**config.mk**
```make
export PLATFORM = sky130hd
export DESIGN_NAME = cacheline_burst_adaptor_flat
export DESIGN_NICKNAME = d
export VERILOG_FILES = /design/src/rtl/cacheline_burst_adaptor_if.sv /design/src/rtl/cacheline_burst_adaptor.sv /design/src/flat_wrapper.sv
export SDC_FILE = /design/constraint.sdc
export NUM_CORES = 1
export LEC_CHECK = 0
export BUFFER_PORTS_ARGS = -buffer_cell sky130_fd_sc_hd__buf_2
export CORE_AREA = 10 10 265 267
export CTS_BUF_LIST = sky130_fd_sc_hd__clkbuf_4
export DETAILED_ROUTE_END_ITERATION = 7
export DIE_AREA = 0 0 275 277
export GPL_ROUTABILITY_DRIVEN = 1
export PLACE_DENSITY = 0.58
export SLEW_MARGIN = 20
export SYNTH_ARGS = -nofsm -noshare
export SYNTH_HDL_FRONTEND = slang
export SYNTH_SLANG_ARGS = --single-unit
```
**constraint.sdc**
```tcl
create_clock -name clk -period 3.25 [get_ports clk]
set_input_delay 0.1625 -clock clk [delete_from_list [all_inputs] [get_ports clk]]
set_output_delay 0.1625 -clock clk [all_outputs]
set_load 0.01 [all_outputs]
```
**src/rtl/cacheline_burst_adaptor_if.sv**
```systemverilog
// Bundle of the cache-side line port and the memory-side burst port.
// "slave" is the adaptor's view; "master" is the environment's view
// (cache requester plus memory responder).
interface cacheline_burst_adaptor_if #(
  parameter int s_beat = 64,
  parameter int s_line = 256
);
  logic [31:0]       line_address;
  logic              line_read;
  logic              line_write;
  logic [s_line-1:0] line_wdata;
  logic [s_line-1:0] line_rdata;
  logic              line_resp;
  logic [31:0]       burst_address;
  logic              burst_read;
  logic              burst_write;
  logic [s_beat-1:0] burst_wdata;
  logic [s_beat-1:0] burst_rdata;
  logic              burst_resp;

  modport slave (
    input  line_address, line_read, line_write, line_wdata,
    output line_rdata, line_resp,
    output burst_address, burst_read, burst_write, burst_wdata,
    input  burst_rdata, burst_resp
  );

  modport master (
    output line_address, line_read, line_write, line_wdata,
    input  line_rdata, line_resp,
    input  burst_address, burst_read, burst_write, burst_wdata,
    output burst_rdata, burst_resp
  );
endinterface

```
**src/rtl/cacheline_burst_adaptor.sv**
```systemverilog
// Converts one whole-line cache read/write into a num_beats x s_beat
// memory burst. One transaction in flight; a single-cycle line_resp
// marks completion. The line buffer doubles as write-data source and
// read-data assembly register, and drives line_rdata at all times.
module cacheline_burst_adaptor #(
  parameter int s_beat    = 64,
  parameter int s_line    = 256,
  parameter int num_beats = 4,
  parameter int s_offset  = 5
) (
  input logic clk,
  input logic rst,
  cacheline_burst_adaptor_if.slave bus
);

  localparam int CNT_W = (num_beats > 1) ? $clog2(num_beats) : 1;
  localparam logic [CNT_W-1:0] LAST_BEAT = CNT_W'(num_beats - 1);
  localparam logic [31:0] ADDR_MASK = ~((32'd1 << s_offset) - 32'd1);

  typedef enum logic [1:0] {
    IDLE  = 2'd0,
    READ  = 2'd1,
    WRITE = 2'd2,
    DONE  = 2'd3
  } state_t;

  state_t            state_p0;
  state_t            state_nx;
  logic [31:0]       addr_p0;
  logic [CNT_W-1:0]  cnt_p0;
  logic [s_line-1:0] line_buf_p0;
  logic              last_beat;

  // A beat handshake that completes the line.
  assign last_beat = bus.burst_resp && (cnt_p0 == LAST_BEAT);

  // State register; reset abandons any in-flight burst.
  always_ff @(posedge clk or negedge rst) begin
    if (!rst) begin
      state_p0 <= IDLE;
    end else begin
      state_p0 <= state_nx;
    end
  end

  // Next-state logic; write wins if both requests are asserted.
  always_comb begin
    state_nx = state_p0;
    case (state_p0)
      IDLE: begin
        if (bus.line_write) begin
          state_nx = WRITE;
        end else if (bus.line_read) begin
          state_nx = READ;
        end
      end
      READ:    if (last_beat) state_nx = DONE;
      WRITE:   if (last_beat) state_nx = DONE;
      DONE:    state_nx = IDLE;
      default: state_nx = IDLE;
    endcase
  end

  // Control outputs decoded straight from the state register.
  always_comb begin
    bus.burst_read  = 1'b0;
    bus.burst_write = 1'b0;
    bus.line_resp   = 1'b0;
    case (state_p0)
      READ:    bus.burst_read  = 1'b1;
      WRITE:   bus.burst_write = 1'b1;
      DONE:    bus.line_resp   = 1'b1;
      default: ;
    endcase
  end

  // Address latch, beat counter and line buffer; burst_resp is only
  // honoured while a burst is active.
  always_ff @(posedge clk or negedge rst) begin
    if (!rst) begin
      addr_p0     <= '0;
      cnt_p0      <= '0;
      line_buf_p0 <= '0;
    end else begin
      case (state_p0)
        IDLE: begin
          if (bus.line_write) begin
            addr_p0     <= bus.line_address;
            line_buf_p0 <= bus.line_wdata;
          end else if (bus.line_read) begin
            addr_p0 <= bus.line_address;
          end
        end
        READ: begin
          if (bus.burst_resp) begin
            line_buf_p0[cnt_p0*s_beat +: s_beat] <= bus.burst_rdata;
            cnt_p0 <= last_beat ? '0 : cnt_p0 + CNT_W'(1);
          end
        end
        WRITE: begin
          if (bus.burst_resp) begin
            cnt_p0 <= last_beat ? '0 : cnt_p0 + CNT_W'(1);
          end
        end
        default: ;
      endcase
    end
  end

  assign bus.burst_address = addr_p0 & ADDR_MASK;
  assign bus.burst_wdata   = line_buf_p0[cnt_p0*s_beat +: s_beat];
  assign bus.line_rdata    = line_buf_p0;

endmodule

```
**src/flat_wrapper.sv**
```systemverilog
// flat-port wrapper written by rule: the top's interface ports become plain ports
module cacheline_burst_adaptor_flat 
#(
  parameter int s_beat    = 64,
  parameter int s_line    = 256,
  parameter int num_beats = 4,
  parameter int s_offset  = 5
)
  (clk, rst, bus_line_address, bus_line_read, bus_line_write, bus_line_wdata, bus_line_rdata, bus_line_resp, bus_burst_address, bus_burst_read, bus_burst_write, bus_burst_wdata, bus_burst_rdata, bus_burst_resp);
  cacheline_burst_adaptor_if #(.s_beat(s_beat), .s_line(s_line)) bus_i ();
  input logic clk;
  input logic rst;
  input wire logic [$bits(bus_i.line_address)-1:0] bus_line_address;
  input wire logic [$bits(bus_i.line_read)-1:0] bus_line_read;
  input wire logic [$bits(bus_i.line_write)-1:0] bus_line_write;
  input wire logic [$bits(bus_i.line_wdata)-1:0] bus_line_wdata;
  output wire logic [$bits(bus_i.line_rdata)-1:0] bus_line_rdata;
  output wire logic [$bits(bus_i.line_resp)-1:0] bus_line_resp;
  output wire logic [$bits(bus_i.burst_address)-1:0] bus_burst_address;
  output wire logic [$bits(bus_i.burst_read)-1:0] bus_burst_read;
  output wire logic [$bits(bus_i.burst_write)-1:0] bus_burst_write;
  output wire logic [$bits(bus_i.burst_wdata)-1:0] bus_burst_wdata;
  input wire logic [$bits(bus_i.burst_rdata)-1:0] bus_burst_rdata;
  input wire logic [$bits(bus_i.burst_resp)-1:0] bus_burst_resp;
  assign bus_i.line_address = bus_line_address;
  assign bus_i.line_read = bus_line_read;
  assign bus_i.line_write = bus_line_write;
  assign bus_i.line_wdata = bus_line_wdata;
  assign bus_line_rdata = bus_i.line_rdata;
  assign bus_line_resp = bus_i.line_resp;
  assign bus_burst_address = bus_i.burst_address;
  assign bus_burst_read = bus_i.burst_read;
  assign bus_burst_write = bus_i.burst_write;
  assign bus_burst_wdata = bus_i.burst_wdata;
  assign bus_i.burst_rdata = bus_burst_rdata;
  assign bus_i.burst_resp = bus_burst_resp;
  cacheline_burst_adaptor #(.s_beat(s_beat), .s_line(s_line), .num_beats(num_beats), .s_offset(s_offset)) u_core (.clk(clk), .rst(rst), .bus(bus_i));
endmodule
```
==> results.toml <==
[finish]
fin_cells = 3227
fin_nets = 2667
fin_util_pct = 39.71
multiInputGateArea_um2 = 8442
nFillCells = 6150
drive_above_1_share_pct = 51.85
seqCellArea_um2 = 7189
area_delta_synth_final_pct = 59.68
fin_area_um2 = 25870

[global_route]
met1_usage_pct = 22.65
grt_first_pass_wirelength_mm = 120.0
met2_usage_pct = 33.90
grt_pass1_vias = 19140
grt.overflow.total = 0
grt_usage_pct = 20.27
grtUsageMet3_pct = 5.853
antenna_found_initial = 8
grt_max_degree = 78
grt.busiest_layer = "met2"

[timing]
hold_viol_final = 0
fmax_mhz = 321.3
worst_pin_slew_ns = 1.126
timing.final.crit_share_pct = 95.77
setup_violations = 0
rsz0062_at_grt = "no"
relSlewSlack_pct = 24.96
fin_crit_ns = 3.112
setup_slack_ns = 0.1375
fin_setup_tns_ns = 0
slew_viol_final = 0
fin_skew_ns = 0.04450

[cts]
cts_tree = "done"
root_buffer = "clkbuf_4"
htreeDepth = 3
cts_buffer_depth = 3
cts.sinks = 287
cts_buffers = 85
post-cts-setup-buffers = 0
cts.clk_slew.worst_paths_ns = 0.07
worstSkewPairLatency_ns = 0.81

[die]
ios = 712
fp.dieArea_um2 = 76180
fp.dieW_um = 275
num_rows = 94
start_util_pct = 24.87
die_height_um = 277
core_um2 = 65160

[route]
route.detailed.drc = 0
wl_mm = 80.24
wl_per_cell_um = 24.87
dr.pass1.iters = 5
antenna_left = 0
via_count = 16950
drt_iter0_drc = 1352
routed_via_density = 5.253

[min_path]
hold_depth = 4
hp-start = "bus_line_wdata[1]"
hp-class = "in2reg"

[pwr]
ir_worst_vdd_uv = 1068
power.density_nw_per_um2 = 1031
seq_power_share_pct = 26.4
power.net_switching_mw = 11.88
internal_power_mw = 14.78
sw_frac_of_total_pct = 44.56
p_leak_nw = 12.48
p_comb_share_pct = 60.3
clkPwrFrac_pct = 13.3

[critical_path]
r2r_cells = 5
crit_fanout = 71
cp.arrival_ns = 3.82
worst_path_max_delay_cell = "and3b_4"
reg2reg_to = "u_core.bus.line_rdata[204]"
worstSetupPathType = "reg2reg"
reg2reg_from = "u_core.cnt_p0[0]"
cp-startpoint = "u_core.cnt_p0[0]"
critPathCaptureType = "flop"
crit_path_start_kind = "flop"
endpoint = "u_core.bus.line_rdata[204]"
crit_chain = "buf_12 > and3b_4 > a32o_1 > dlygate4sd3_1 > mux2_2"
cp.required_ns = 3.95
slowest_delay_ns = 0.93
reg2reg_setup_slack_ns = 0.14

[synth]
ys_seq_area_share_pct = 44.32
ys_types = 23
synthCells = 1211
synth_area_um2 = 16200
synth_area_per_cell_um2 = 13.38
yosysWarningCount = 0
synth_seq_cells = 287

[placement]
gp_congestion = 0.8777
numPortBuffers = 701
placedCellCount = 2662
placed_cell_area_um2 = 20620
hpwl_mm = 51.39
dp_slack_ns = 0.2985

[job]
cap_violations = 0

[run_status]
status = "finished, final reports clean"
-- kinds of logic (layout without fill, tap and decap cells) --
| logic type | count (synthesis) | in the layout | share of synthesized area [%] |
|---|---|---|---|
| muxes | 351 | 351 | 28.83 |
| DFF | 287 | 287 | 44.32 |
| AOI/OAI and AO/OA | 263 | 263 | 16.15 |
| buffers and inverters | 150 | 1292 | 4.301 |
| and+or+nand+nor | 149 | 149 | 5.599 |
| adders and majority gates | 10 | 10 | 0.7722 |
| other | 1 | 11 | 0.02314 |
-- cells in the mapped netlist --
cell type | n | area share [%]
nor2b_1 | 133 | 5.1
and2_1 | 1 | 0.039
dfrtp_1 | 287 | 44
buf_2 | 17 | 0.53
a41o_1 | 128 | 7.9
nand2_1 | 10 | 0.23
ha_1 | 10 | 0.77
buf_1 | 5 | 0.12
o21ai_1 | 1 | 0.031
mux2i_1 | 1 | 0.062
o21ai_0 | 1 | 0.031
clkbuf_1 | 93 | 2.2
and3b_1 | 1 | 0.054
inv_1 | 5 | 0.12
a2bb2oi_1 | 1 | 0.054
mux4_2 | 64 | 8.9
nand2b_1 | 3 | 0.12
mux2_2 | 286 | 20
a21oi_2 | 4 | 0.22
a32o_1 | 128 | 7.9
buf_4 | 30 | 1.4
nor2_1 | 1 | 0.023
conb_1 | 1 | 0.023
-- stage by stage --
| step | hold WS [ns] | power [mW] |
|---|---|---|
| after floorplan | -0.1331 | 15.83 |
| after global placement | 0.2243 | 21.77 |
| after detailed placement | 0.2364 | 22.09 |
| after CTS | 0.0004888 | 26.60 |
| after global routing | 0.03106 | 28.07 |
| final | 0.05672 | 26.66 |
-- sequential cells by signal (all words and copies together), names as in the netlist --
signal                 count
u_core.cnt_p0              2
u_core.state_p0            2
u_core.bus.line_rdata    256
u_core.addr_p0            27
-- worst max-delay path, delay by kind of cell (launching register included) --
kind,cells,cell delay [ns]
mux,1,0.14
compound gates,1,0.31
simple gates,1,0.93
buf+inv,2,1.06
flops,1,0.44
-- cells in the final DEF, fill, tap and decap left out, drive strengths merged --
cell type | Yosys | layout
buf | 52 | 730
dlygate4sd3 | 0 | 413
dfrtp | 287 | 287
mux2 | 286 | 286
nor2b | 133 | 133
a32o | 128 | 128
a41o | 128 | 128
clkbuf | 93 | 116
mux4 | 64 | 64
clkinv | 0 | 25
nand2 | 10 | 10
ha | 10 | 10
diode | 0 | 6
inv | 5 | 6
conb | 1 | 5
a21oi | 4 | 4
nand2b | 3 | 3
bufinv | 0 | 2
o21ai | 2 | 2
and3b | 1 | 1
mux2i | 1 | 1
and2 | 1 | 1
nor2 | 1 | 1
a2bb2oi | 1 | 1
-- power groups by stage --
stage	Clock, mW	Sequential [mW]	Combinational [mW]
after detailed placement	0	7.00	15.1
after CTS	3.67	6.96	16.0
after global placement	0	6.92	14.9
final	3.54	7.03	16.1
after floorplan	0	7.30	8.53
after global routing	3.87	7.19	17.0
-- layer usage --
metal / wire, um / vias to the layer above
met4: 3607 / 6
met1: 28880 / 8467
met2: 39690 / 1178
met3: 8022 / 247
li1: - / 7055
met5: 41 / -
-- worst min path at each step --
stage | end | slack (ns)
6_report | u_core.bus.line_rdata[1] | 0.06
3_5_place_dp | u_core.addr_p0[29] | 0.24
2_1_floorplan | u_core.addr_p0[10] | -0.13
5_1_grt | u_core.addr_p0[7] | 0.03
3_3_place_gp | u_core.addr_p0[29] | 0.22
4_1_cts | u_core.addr_p0[7] | 0.0005
-- layout make-up --
type,instances,area share [%]
clock inverters,28,0.6964
well taps,864,4.178
diodes,6,0.05803
repair buffers,1143,31.20
multi-input cells,778,32.63
clock buffers,116,3.366
inverters,5,0.08221
flip-flops and latches,287,27.79
-- timing repair --
action	4_1_cts	5_1_grt
endpoints found under the setup margin	29	19
hold buffers	414	0
endpoints found under the hold margin	574	0
resized for setup	1	1
Power figures use the tool's default switching activity.
